===== config.mk =====
export PLATFORM = sky130hd
export DESIGN_NAME = i2s_rx_master_axis
export DESIGN_NICKNAME = d
export VERILOG_FILES = /design/src/rtl/i2s_rx_master_axis.sv
export SDC_FILE = /design/constraint.sdc
export NUM_CORES = 1
export LEC_CHECK = 0
export BUFFER_PORTS_ARGS = -buffer_cell sky130_fd_sc_hd__buf_4
export CORE_ASPECT_RATIO = 2
export CORE_MARGIN = 2
export CORE_UTILIZATION = 55
export CTS_CLUSTER_SIZE = 16
export DETAILED_ROUTE_END_ITERATION = 6
export HOLD_SLACK_MARGIN = 0.08
export PLACE_DENSITY = 0.8
export SYNTH_ARGS = -nofsm -noshare
export SYNTH_HDL_FRONTEND = slang
export SYNTH_SLANG_ARGS = --single-unit

===== constraint.sdc =====
create_clock -name M_AXIS_ACLK -period 2.8 [get_ports M_AXIS_ACLK]
set_input_delay 0.56 -clock M_AXIS_ACLK [delete_from_list [all_inputs] [get_ports M_AXIS_ACLK]]
set_output_delay 0.56 -clock M_AXIS_ACLK [all_outputs]
set_load 0.01 [all_outputs]

===== src/rtl/i2s_rx_master_axis.sv =====
// I2S / left-justified receiver that drives SCK and WS and queues stereo words onto AXI-Stream.
// Define I2S_RX_SIGN_EXT_EN for right-aligned, sign-extended samples (default: MSB-aligned, zero-filled).
module i2s_rx_master_axis #(
    parameter int DATA_WIDTH  = 32,
    parameter int SAMPLE_BITS = 24,
    parameter int SLOT_BITS   = 32,
    parameter int SCK_DIV     = 8,
    parameter int FIFO_DEPTH  = 8,
    parameter int I2S_MODE    = 1
) (
    input  logic                        M_AXIS_ACLK,
    input  logic                        M_AXIS_ARESETN,
    input  logic                        enable,
    input  logic                        sd,
    output logic                        sck,
    output logic                        ws,
    output logic [DATA_WIDTH-1:0]       M_AXIS_TDATA,
    output logic                        M_AXIS_TVALID,
    input  logic                        M_AXIS_TREADY,
    output logic                        M_AXIS_TLAST,
    output logic                        ovf,
    input  logic                        ovf_clr,
    output logic [$clog2(FIFO_DEPTH):0] fifo_level
);
    // state  | meaning
    // S_IDLE | divider, bit counter, sck, ws and shift register held at zero
    // S_RUN  | sck/ws generated, sd sampled on sck rising edges

    localparam int DIV_W = $clog2(SCK_DIV);
    localparam int BIT_W = $clog2(SLOT_BITS);
    localparam int AW    = $clog2(FIFO_DEPTH);
    localparam int LW    = AW + 1;

    localparam logic [DIV_W-1:0] DIV_LAST     = DIV_W'(SCK_DIV - 1);
    localparam logic [DIV_W-1:0] DIV_HALF     = DIV_W'(SCK_DIV / 2);
    localparam logic [DIV_W-1:0] DIV_PRE_RISE = DIV_W'(SCK_DIV / 2 - 1);
    localparam logic [BIT_W-1:0] BIT_LAST     = BIT_W'(SLOT_BITS - 1);
    localparam logic [BIT_W-1:0] CAP_LAST     = BIT_W'(SAMPLE_BITS - 1 + I2S_MODE);
    localparam logic [LW-1:0]    LVL_FULL     = LW'(FIFO_DEPTH);

    typedef enum logic {S_IDLE, S_RUN} state_t;
    state_t state, state_nxt;

    logic [DIV_W-1:0]       div, div_nxt;
    logic [BIT_W-1:0]       bit_cnt;
    logic [SAMPLE_BITS-1:0] shreg, cap_word;
    logic [DATA_WIDTH-1:0]  fmt_word, push_data;
    logic                   fall_evt, rise_evt, in_window;
    logic                   push_pend, push_last;

    logic [DATA_WIDTH:0]    mem [FIFO_DEPTH];
    logic [AW-1:0]          wr_ptr, rd_ptr;
    logic [LW-1:0]          level;
    logic                   full, pop, push_ok, drop;

    assign fall_evt  = (state == S_RUN) && (div == DIV_LAST);
    assign rise_evt  = (state == S_RUN) && (div == DIV_PRE_RISE);
    assign in_window = (bit_cnt <= CAP_LAST) && ((I2S_MODE == 0) || (bit_cnt != '0));
    assign cap_word  = {shreg[SAMPLE_BITS-2:0], sd};
    assign div_nxt   = (state == S_RUN && !fall_evt) ? div + 1'b1 : '0;

    always_comb begin
        state_nxt = state;
        case (state)
            S_IDLE:  if (enable) state_nxt = S_RUN;
            S_RUN:   if (!enable && fall_evt) state_nxt = S_IDLE;
            default: state_nxt = S_IDLE;
        endcase
    end

    always_comb begin
`ifdef I2S_RX_SIGN_EXT_EN
        fmt_word = {DATA_WIDTH{cap_word[SAMPLE_BITS-1]}};
        fmt_word[SAMPLE_BITS-1:0] = cap_word;
`else
        fmt_word = '0;
        fmt_word[DATA_WIDTH-1 -: SAMPLE_BITS] = cap_word;
`endif
    end

    always_ff @(posedge M_AXIS_ACLK or negedge M_AXIS_ARESETN) begin
        if (!M_AXIS_ARESETN) begin
            state <= S_IDLE;
        end else begin
            state <= state_nxt;
        end
    end

    // sck is registered from the next divider value so it always equals (div >= SCK_DIV/2).
    always_ff @(posedge M_AXIS_ACLK or negedge M_AXIS_ARESETN) begin
        if (!M_AXIS_ARESETN) begin
            div       <= '0;
            sck       <= 1'b0;
            ws        <= 1'b0;
            bit_cnt   <= '0;
            shreg     <= '0;
            push_pend <= 1'b0;
            push_data <= '0;
            push_last <= 1'b0;
        end else begin
            div       <= div_nxt;
            sck       <= (div_nxt >= DIV_HALF);
            push_pend <= 1'b0;
            if (state_nxt == S_IDLE) begin
                bit_cnt <= '0;
                ws      <= 1'b0;
                shreg   <= '0;
            end else begin
                if (fall_evt) begin
                    bit_cnt <= (bit_cnt == BIT_LAST) ? '0 : bit_cnt + 1'b1;
                    if (bit_cnt == BIT_LAST) ws <= ~ws;
                end
                if (rise_evt && in_window) begin
                    shreg <= cap_word;
                    if (bit_cnt == CAP_LAST) begin
                        push_pend <= 1'b1;
                        push_data <= fmt_word;
                        push_last <= ws;
                    end
                end
            end
        end
    end

    assign M_AXIS_TVALID = (level != '0);
    assign full          = (level == LVL_FULL);
    assign pop           = M_AXIS_TVALID && M_AXIS_TREADY;
    assign push_ok       = push_pend && (!full || pop);
    assign drop          = push_pend && full && !pop;
    assign fifo_level    = level;
    assign {M_AXIS_TLAST, M_AXIS_TDATA} = M_AXIS_TVALID ? mem[rd_ptr] : '0;

    // When full, a simultaneous pop frees the head slot that the push overwrites.
    always_ff @(posedge M_AXIS_ACLK or negedge M_AXIS_ARESETN) begin
        if (!M_AXIS_ARESETN) begin
            for (int i = 0; i < FIFO_DEPTH; i++) mem[i] <= '0;
            wr_ptr <= '0;
            rd_ptr <= '0;
            level  <= '0;
            ovf    <= 1'b0;
        end else begin
            if (push_ok) begin
                mem[wr_ptr] <= {push_last, push_data};
                wr_ptr      <= wr_ptr + 1'b1;
            end
            if (pop) rd_ptr <= rd_ptr + 1'b1;
            case ({push_ok, pop})
                2'b10:   level <= level + 1'b1;
                2'b01:   level <= level - 1'b1;
                default: level <= level;
            endcase
            if (drop) begin
                ovf <= 1'b1;
            end else if (ovf_clr) begin
                ovf <= 1'b0;
            end
        end
    end

endmodule


Yosys cells after proc, flatten, opt, wreduce, memory -nomap -nowiden
Index checks and enable logic that the tools add are counted.
{ "word_totals": {"elab_cells": 93, "input_bits": 6, "ff_bits": 335} }
{ "op_classes": {"reduce_logical": 22, "n_eq_ne": 10, "add_sub_neg": 6, "bitwise": 4, "order_cmp": 5, "mux": 25} }
{ "op_table": {"columns": ["op", "n"], "rows": [
  ["264-bit bitwise mux", 1],
  ["33-bit 2-to-1 mux", 4],
  ["33-bit binary-select mux with 3-bit select", 1],
  ["33-bit demux with 3-bit select", 1],
  ["23-bit 2-to-1 mux", 2],
  ["5-bit 2-to-1 mux", 3],
  ["1-bit logical AND", 11],
  ["5-bit equality test (second input constant)", 2],
  ["1-bit 2-to-1 mux", 10],
  ["3-bit by 1-bit adder with 3-bit output (second input constant)", 3],
  ["4-bit greater-or-equal comparator (second input constant)", 2],
  ["3-bit NOT with 4-bit output", 2],
  ["4-bit case mux with 2 select lines", 1],
  ["2-bit by 1-bit != test with 1-bit output (second input constant)", 3],
  ["5-bit by 1-bit adder with 5-bit output (second input constant)", 1],
  ["5-bit less-or-equal comparator (second input constant)", 1],
  ["5-bit nonzero test", 1],
  ["4-bit by 1-bit adder with 4-bit output (second input constant)", 1],
  ["4-bit equality test (second input constant)", 1],
  ["1-bit logical NOT", 4],
  ["4-bit by 1-bit less-than comparator with 1-bit output (second input constant)", 1],
  ["2-bit nonzero test", 2],
  ["4-bit nonzero test", 1],
  ["4-bit by 1-bit subtractor with 4-bit output (second input constant)", 1],
  ["other kinds (11)", 12]
]} }

Depth between registers and ports, before layout
Gate-level depths: netlist of the first run.
{ "depth": {"ltp_word": 7, "mapped_depth": 12, "depth_no_buf": 12} }

Worst setup path after synthesis of the first run
No wires, ideal clock.
{ "synth_timing": {"kind": "register to register", "from": "register level[2] (netlist: fifo_level[2])", "to": "register level[2] (netlist: fifo_level[2])", "n_path_buf": 0, "synth_period_minus_slack_ns": 2.683, "stages_incl_launch_ff": 13, "setup_time_ns": 0.130, "slack_ns": 0.117, "arrival_ns": 2.554, "path_cell_list": "dfrtp_1 or3_1 nor2_1 inv_1 nand2_1 inv_1 ha_1 xor2_1 ha_1 a21oi_1 xor2_1 nor2_1 xor2_1"} }
{ "synth_between": {"elab_chain_cells": 6, "elab_cells_between_ends": 12} }
{ "synth_lines": {"columns": ["element", "line_no", "text"], "rows": [
  ["start: declaration", "53", "logic [LW-1:0] level;"],
  ["start signal: assignment", "148", "2'b10: level <= level + 1'b1;"],
  ["start signal: assignment", "149", "2'b01: level <= level - 1'b1;"],
  ["start signal: assignment", "150", "default: level <= level;"],
  ["4-bit nonzero test (*)", "125", "assign M_AXIS_TVALID = (level != '0);"],
  ["named net M_AXIS_TVALID", "18", "output logic M_AXIS_TVALID,"],
  ["1-bit logical AND (*)", "127", "assign pop = M_AXIS_TVALID && M_AXIS_TREADY;"],
  ["named net pop", "54", "logic full, pop, push_ok, drop;"],
  ["1-bit logical OR", "128", "assign push_ok = push_pend && (!full || pop);"],
  ["1-bit logical AND", "128", null],
  ["2-bit by 1-bit equality test with 1-bit output or 2-bit equality test (tied branches)", "147", "case ({push_ok, pop})"],
  ["4-bit case mux with 2 select lines or 2-bit nonzero test (tied branches)", null, null]
]} }
Mark *: on every way through the listed nets, which the timed path passes. The rest lies on a longest branch.
A chain may end at the register's enable or synchronous reset.

Worst setup path in the final report of the first run
{ "layout_timing": {"from": "register rd_ptr[0]", "to": "output port M_AXIS_TDATA[16]"} }
{ "layout_between": {"elab_chain_cells": 5} }
{ "layout_lines": {"columns": ["element", "line_no", "text"], "rows": [
  ["start: declaration", "52", "logic [AW-1:0] wr_ptr, rd_ptr;"],
  ["start signal: assignment", "146", "if (pop) rd_ptr <= rd_ptr + 1'b1;"],
  ["3-bit NOT with 4-bit output (not written as such)", "131", "assign {M_AXIS_TLAST, M_AXIS_TDATA} = M_AXIS_TVALID ? mem[rd_ptr] : '0;"],
  ["33-bit binary-select mux with 3-bit select", "131", null],
  ["33-bit 2-to-1 mux (not written as such) (2 in a row)", "131", null],
  ["33-bit 2-to-1 mux", "131", null],
  ["end: declaration", "17", "output logic [DATA_WIDTH-1:0] M_AXIS_TDATA,"]
]} }
No other way between the ends. The select of a mux whose other input is x is not followed.

==> impl_metrics.py, run 1 <==
metrics = {
    "route": {
        "route.met3.wl_um": 853,
        "detail-route-antenna-nets": 0,
        "avgRoutedWirePerCell_um": 21.1,
        "drc": 0,
        "finalWirelength_um": 24200,
        "route.met2.wl_um": 12700,
        "routed.top_layer": "met4",
        "viasPerCell": 5.90,
        "m1WireLength_um": 10200,
        "drt_iter0_drc": 347,
        "dr.pass1.iters": 4,
        "vias": 6761,
    },
    "die": {
        "row_count": 77,
        "pin_count": 47,
        "die_height_um": 214,
        "die_w_um": 109,
        "core_um2": 21900,
        "start_util": 0.556,
        "die_area_um2": 23400,
    },
    "clock_network": {
        "cts_tree": "done",
        "clockBufferDepth": 3,
        "clk_pin_slew_worst_paths_ps": 70,
        "clock_latency_ps": 520,
        "cts_made_buffers": 25,
        "htree_levels": 1,
        "cts.sinks": 270,
        "root_buffer": "clkbuf_16",
    },
    "synthesis": {
        "ys.flop_type": "dfrtp_1",
        "synth-edff-count": 0,
        "yosys_warnings": 0,
        "synthArstFlopShare": 1.00,
        "ys_types": 40,
        "syn_area_um2": 12200,
        "avgSynthCellArea_um2": 15.2,
        "seq_area_frac_synth": 0.556,
        "synth_seq_cells": 270,
        "synthCells": 798,
    },
    "global_route": {
        "gr-total-overflow": 0,
        "antenna_found_initial": 0,
        "grt_max_degree": 75,
        "grt_pass1_vias": 7378,
        "gr-usage-all-layers": 0.219,
        "grt_pass1_wl_um": 39900,
    },
    "timing": {
        "min_period_over_period": 0.972,
        "worstMarginPinSlew_ps": 603,
        "worst_slack_ps": 78.5,
        "slew_headroom": 0.598,
        "fmax_mhz": 367,
        "setup_violations": 0,
        "final_hold_viol_count": 0,
        "rsz0062_at_grt": "no",
        "drv_slew": 0,
        "period_needed_ps": 2720,
        "setup_tns_ps": 0,
        "timing.hold.ws_ps": 242,
        "skew_ps": 15.0,
    },
    "run": {
        "max-cap-violations": 0,
    },
    "layout": {
        "drive_above_1_share": 0.465,
        "multiInputGateArea_um2": 5090,
        "area_growth_pct": 14.4,
        "final_cells": 1145,
        "antennaDiodeCount": 0,
        "fillCellCount": 1556,
        "regArea_um2": 6770,
        "final_common_cell": "dfrtp_1",
        "layout_common_cells": "dfrtp_1 (267), mux2_2 (207), buf_4 (63)",
        "nNetsFinal": 868,
    },
    "setup_path": {
        "max_stage_delay_ps": 540,
        "critPathBufInv": 2,
        "crit_fanout": 18,
        "r2r_start": "fifo_level[2]",
        "worstSetupStartpointType": "register",
        "r2r_end": "fifo_level[2]",
        "r2r_cells": 12,
        "cp.required_ps": 2240,
        "critical_path.top_delay_family": "multiplexers",
        "crit_chain": "buf_12, mux4_2, mux2i_1, nor2_1, buf_4",
        "cp_slowest_cell": "mux4_2",
        "path_class": "register to output pin",
        "r2r_setup_slack_ps": 180,
        "end_kind": "output pin",
        "crit_arrival_ps": 2160,
    },
    "placed_design": {
        "dp_slack_ps": 243,
        "portBuffers": 38,
        "hpwl_um": 14700,
        "place_inst": 1096,
        "gp_congestion": 0.711,
    },
    "hold_path": {
        "worstHoldStart": "ovf_clr",
        "hold_depth": 2,
        "whs_endpoint": "ovf",
        "hold_class": "input port to register",
    },
    "power_and_ir_drop": {
        "leakage_nw": 6.98,
        "p_per_area_nw_per_um2": 741,
        "ir_drop_uv": 729,
    },
    "run_status": {
        "status": "finished clean",
    },
}
power by group:
part,internal [W],switching (W),total (W)
Sequential,0.00415,0.000384,0.00454
Combinational,0.000929,0.000955,0.00188
Clock,0.00240,0.00148,0.00388
cell usage after synthesis (2+ instances only):
library cell	count	area (µm²)
buf_4	9	67.6
and3_1	2	12.5
ha_1	11	138
inv_1	12	45.0
xnor2_1	6	52.6
nand3_1	6	30.0
o21ai_0	4	20.0
nor2_1	56	210
nand3b_1	3	22.5
dfrtp_1	270	6760
nand4b_1	3	26.3
mux2i_1	50	500
xor2_1	3	26.3
mux4_2	50	1130
buf_1	4	15.0
nor2b_1	2	12.5
mux2_2	207	2330
a22o_1	4	35.0
a32o_1	3	30.0
clkbuf_1	18	67.6
a21oi_1	3	15.0
buf_6	3	33.8
buf_2	23	115
nand2b_1	2	12.5
nand2_1	9	33.8
or4b_1	2	20.0
mux2_4	20	300
layout make-up:
class,instances,area share
inverters,13,0.00369
well taps,276,0.0248
repair buffers,76,0.0498
clock inverters,15,0.0193
multi-input cells,465,0.366
flip-flops and latches,270,0.487
clock buffers,30,0.0492
cell families after synthesis:
logic type,Yosys count,synth area share
simple gates,90,0.0342
mux,327,0.350
compound gates,20,0.0125
xor+xnor,9,0.00649
fa+ha+maj,11,0.0113
buf+inv,70,0.0288
flops,270,0.556
other cells,1,0.000309
worst max path at each step:
stage,from,to,slack (ps),cells past startpoint
2_1_floorplan,fifo_level[2],fifo_level[2],120,12
3_3_place_gp,fifo_level[2],fifo_level[2],360,12
3_5_place_dp,fifo_level[2],fifo_level[2],240,12
4_1_cts,rd_ptr[0],M_AXIS_TDATA[22],30,5
5_1_grt,rd_ptr[0],M_AXIS_TDATA[30],2,5
6_report,rd_ptr[0],M_AXIS_TDATA[16],80,5
flip-flops by register name, summed over array words and instances (netlist names), 3 cells and up:
name,count
mem,200
push_data,24
shreg,23
bit_cnt,5
fifo_level,4
div,3
rd_ptr,3
wr_ptr,3
routing by layer:
layer | vias up | track usage
met4 | 0 | 0.0560
met1 | 3609 | 0.297
li1 | 2997 | -
met2 | 126 | 0.373
met5 | - | 0
met3 | 29 | 0.0271
what timing repair did:
| action | 4_1_cts | 5_1_grt |
|---|---|---|
| setup endpoints to repair | 24 | 11 |
| resized for setup | 2 | 1 |
| buffers inserted | 2 | 1 |
| hold buffers | 1 | 0 |
| endpoints found under the hold margin | 66 | 0 |
per-stage QoR:
stage               utilization  total power (W)  cell area [µm²]
floorplan                     -          0.00573            12200
CTS                       0.635           0.0103            13900
global route              0.636           0.0107            13900
global placement          0.589          0.00636            12900
finish                    0.636           0.0103            13900
detailed placement        0.589          0.00642            12900
(Power assumes the default switching activity.)
==> inputs of run 2 (changes only) <==
- MAX_ROUTING_LAYER: default -> met4
==> run 2 against run 1 <==
Worst setup slack got worse by 3.3 ps. Sequential power barely moved. Global-route usage rose by 0.65 points. Power barely moved. Utilization did not move. Largest cell class unchanged. Highest routed layer unchanged.
==> impl_metrics.py, run 2 (synthesized netlist as in run 1, its figures left out) <==
metrics = {
    "run_status": {
        "status": "finished clean",
    },
    "clock_network": {
        "clock_latency_ps": 520,
        "cts_made_buffers": 25,
        "clk_pin_slew_worst_paths_ps": 70,
        "cts_tree": "done",
        "root_buffer": "clkbuf_16",
        "htree_levels": 1,
        "cts.sinks": 270,
        "clockBufferDepth": 3,
    },
    "setup_path": {
        "end_kind": "output pin",
        "r2r_end": "fifo_level[2]",
        "r2r_cells": 12,
        "r2r_setup_slack_ps": 180,
        "crit_fanout": 18,
        "worstSetupStartpointType": "register",
        "cp.required_ps": 2240,
        "crit_arrival_ps": 2160,
        "r2r_start": "fifo_level[2]",
        "path_class": "register to output pin",
    },
    "layout": {
        "drive_above_1_share": 0.465,
        "antennaDiodeCount": 0,
        "largest_reg_flops": 200,
        "area_growth_pct": 14.4,
        "reg_top3": "mem: 200 flops, push_data: 24 flops, shreg: 23 flops",
        "layout_common_cells": "dfrtp_1 (267), mux2_2 (207), buf_4 (63)",
        "final_common_cell": "dfrtp_1",
        "nNetsFinal": 868,
        "regMostFlops": "mem",
    },
    "global_route": {
        "gr-total-overflow": 0,
        "antenna_found_initial": 0,
        "grt_pass1_vias": 7372,
        "gr-usage-all-layers": 0.226,
        "grt_max_degree": 75,
        "grt_pass1_wl_um": 39900,
    },
    "route": {
        "avgRoutedWirePerCell_um": 21.2,
        "vias": 6754,
        "drt_iter0_drc": 379,
        "drc": 0,
        "finalWirelength_um": 24200,
        "viasPerCell": 5.90,
        "dr.pass1.iters": 4,
        "detail-route-antenna-nets": 0,
    },
    "die": {
        "start_util": 0.556,
        "die_w_um": 109,
        "die_height_um": 214,
        "core_um2": 21900,
        "row_count": 77,
        "pin_count": 47,
        "die_area_um2": 23400,
    },
    "timing": {
        "fmax_mhz": 367,
        "setup_violations": 0,
        "min_period_over_period": 0.973,
        "worstMarginPinSlew_ps": 604,
        "slew_headroom": 0.597,
        "rsz0062_at_grt": "no",
        "setup_tns_ps": 0,
        "period_needed_ps": 2720,
        "drv_slew": 0,
        "final_hold_viol_count": 0,
        "skew_ps": 15.0,
    },
    "power_and_ir_drop": {
        "leakage_nw": 6.98,
        "switchingPower_w": 0.00282,
        "internal_power_w": 0.00748,
        "ir_drop_uv": 730,
        "p_total_w": 0.0103,
        "seqPwrFrac": 0.440,
        "power_frac_clock": 0.377,
        "p_comb_frac": 0.183,
        "swShare": 0.273,
        "p_per_area_nw_per_um2": 741,
    },
    "placed_design": {
        "gp_congestion": 0.720,
        "hpwl_um": 14700,
        "portBuffers": 38,
    },
    "hold_path": {
        "worstHoldStart": "ovf_clr",
        "whs_endpoint": "ovf",
        "hold_class": "input port to register",
        "hold_depth": 2,
    },
    "run": {
        "max-cap-violations": 0,
    },
}
[run 2: cell counts in the layout (fill, tap and decap cells not counted)]
Identical to the previous run, type by type.
[run 2: through the flow]
stage               setup WS [ps]  cell area, µm²  instances  utilization  hold WS (ps)
floorplan                     117           12200        805            -           264
global placement              361           12900       1096        0.589           421
detailed placement            243           12900       1096        0.589           432
CTS                          33.4           13900       1144        0.635           223
global route                 2.44           13900       1145        0.636           224
finish                       75.2           13900       1145        0.636           240
[run 2: how the worst max path moves through the flow]
| stage | to | cells past startpoint | from |
|---|---|---|---|
| finish | M_AXIS_TDATA[16] | 5 | rd_ptr[0] |
| global route | M_AXIS_TDATA[30] | 5 | rd_ptr[0] |
| CTS | M_AXIS_TDATA[22] | 5 | rd_ptr[0] |
| detailed placement | fifo_level[2] | 12 | fifo_level[2] |
| global placement | fifo_level[2] | 12 | fifo_level[2] |
| floorplan | fifo_level[2] | 12 | fifo_level[2] |
[run 2: per-layer routing]
layer  up-vias  GRT usage  share of wire
li1       3007          -              -
met1      3621      0.298           0.43
met2        97      0.373           0.53
met3        29     0.0264          0.029
met4         0     0.0560          0.016
met5         -          -              0
[run 2: power by group through the flow]
stage	logic, W	registers [W]	clock network, W
after floorplan	0.00135	0.00438	0
after global placement	0.00171	0.00465	0
after detailed placement	0.00175	0.00467	0
after CTS	0.00185	0.00456	0.00394
after global routing	0.00207	0.00457	0.00411
final	0.00188	0.00454	0.00388
[run 2: area by class of cell]
| type | instances | area (µm²) |
|---|---|---|
| sequential | 270 | 6770 |
| multi-input combinational | 465 | 5090 |
| timing repair buffer | 76 | 692 |
| tap | 276 | 345 |
| clock buffer | 30 | 684 |
| fill | 1556 | 7970 |
| inverter | 13 | 51.3 |
| clock inverter | 15 | 268 |
[run 2: critical path, cell delays in order, from the launching register on]
cell and delay (ps):
dfrtp_4 500, buf_12 210, mux4_2 540, mux2i_1 160, nor2_1 60, buf_4 150
[run 2: repair_timing]
item | CTS | global route
hold endpoints to repair | 66 | 0
hold buffers | 1 | 0
gates resized for setup | 2 | 1
buffers inserted | 2 | 1
endpoints found under the setup margin | 24 | 11
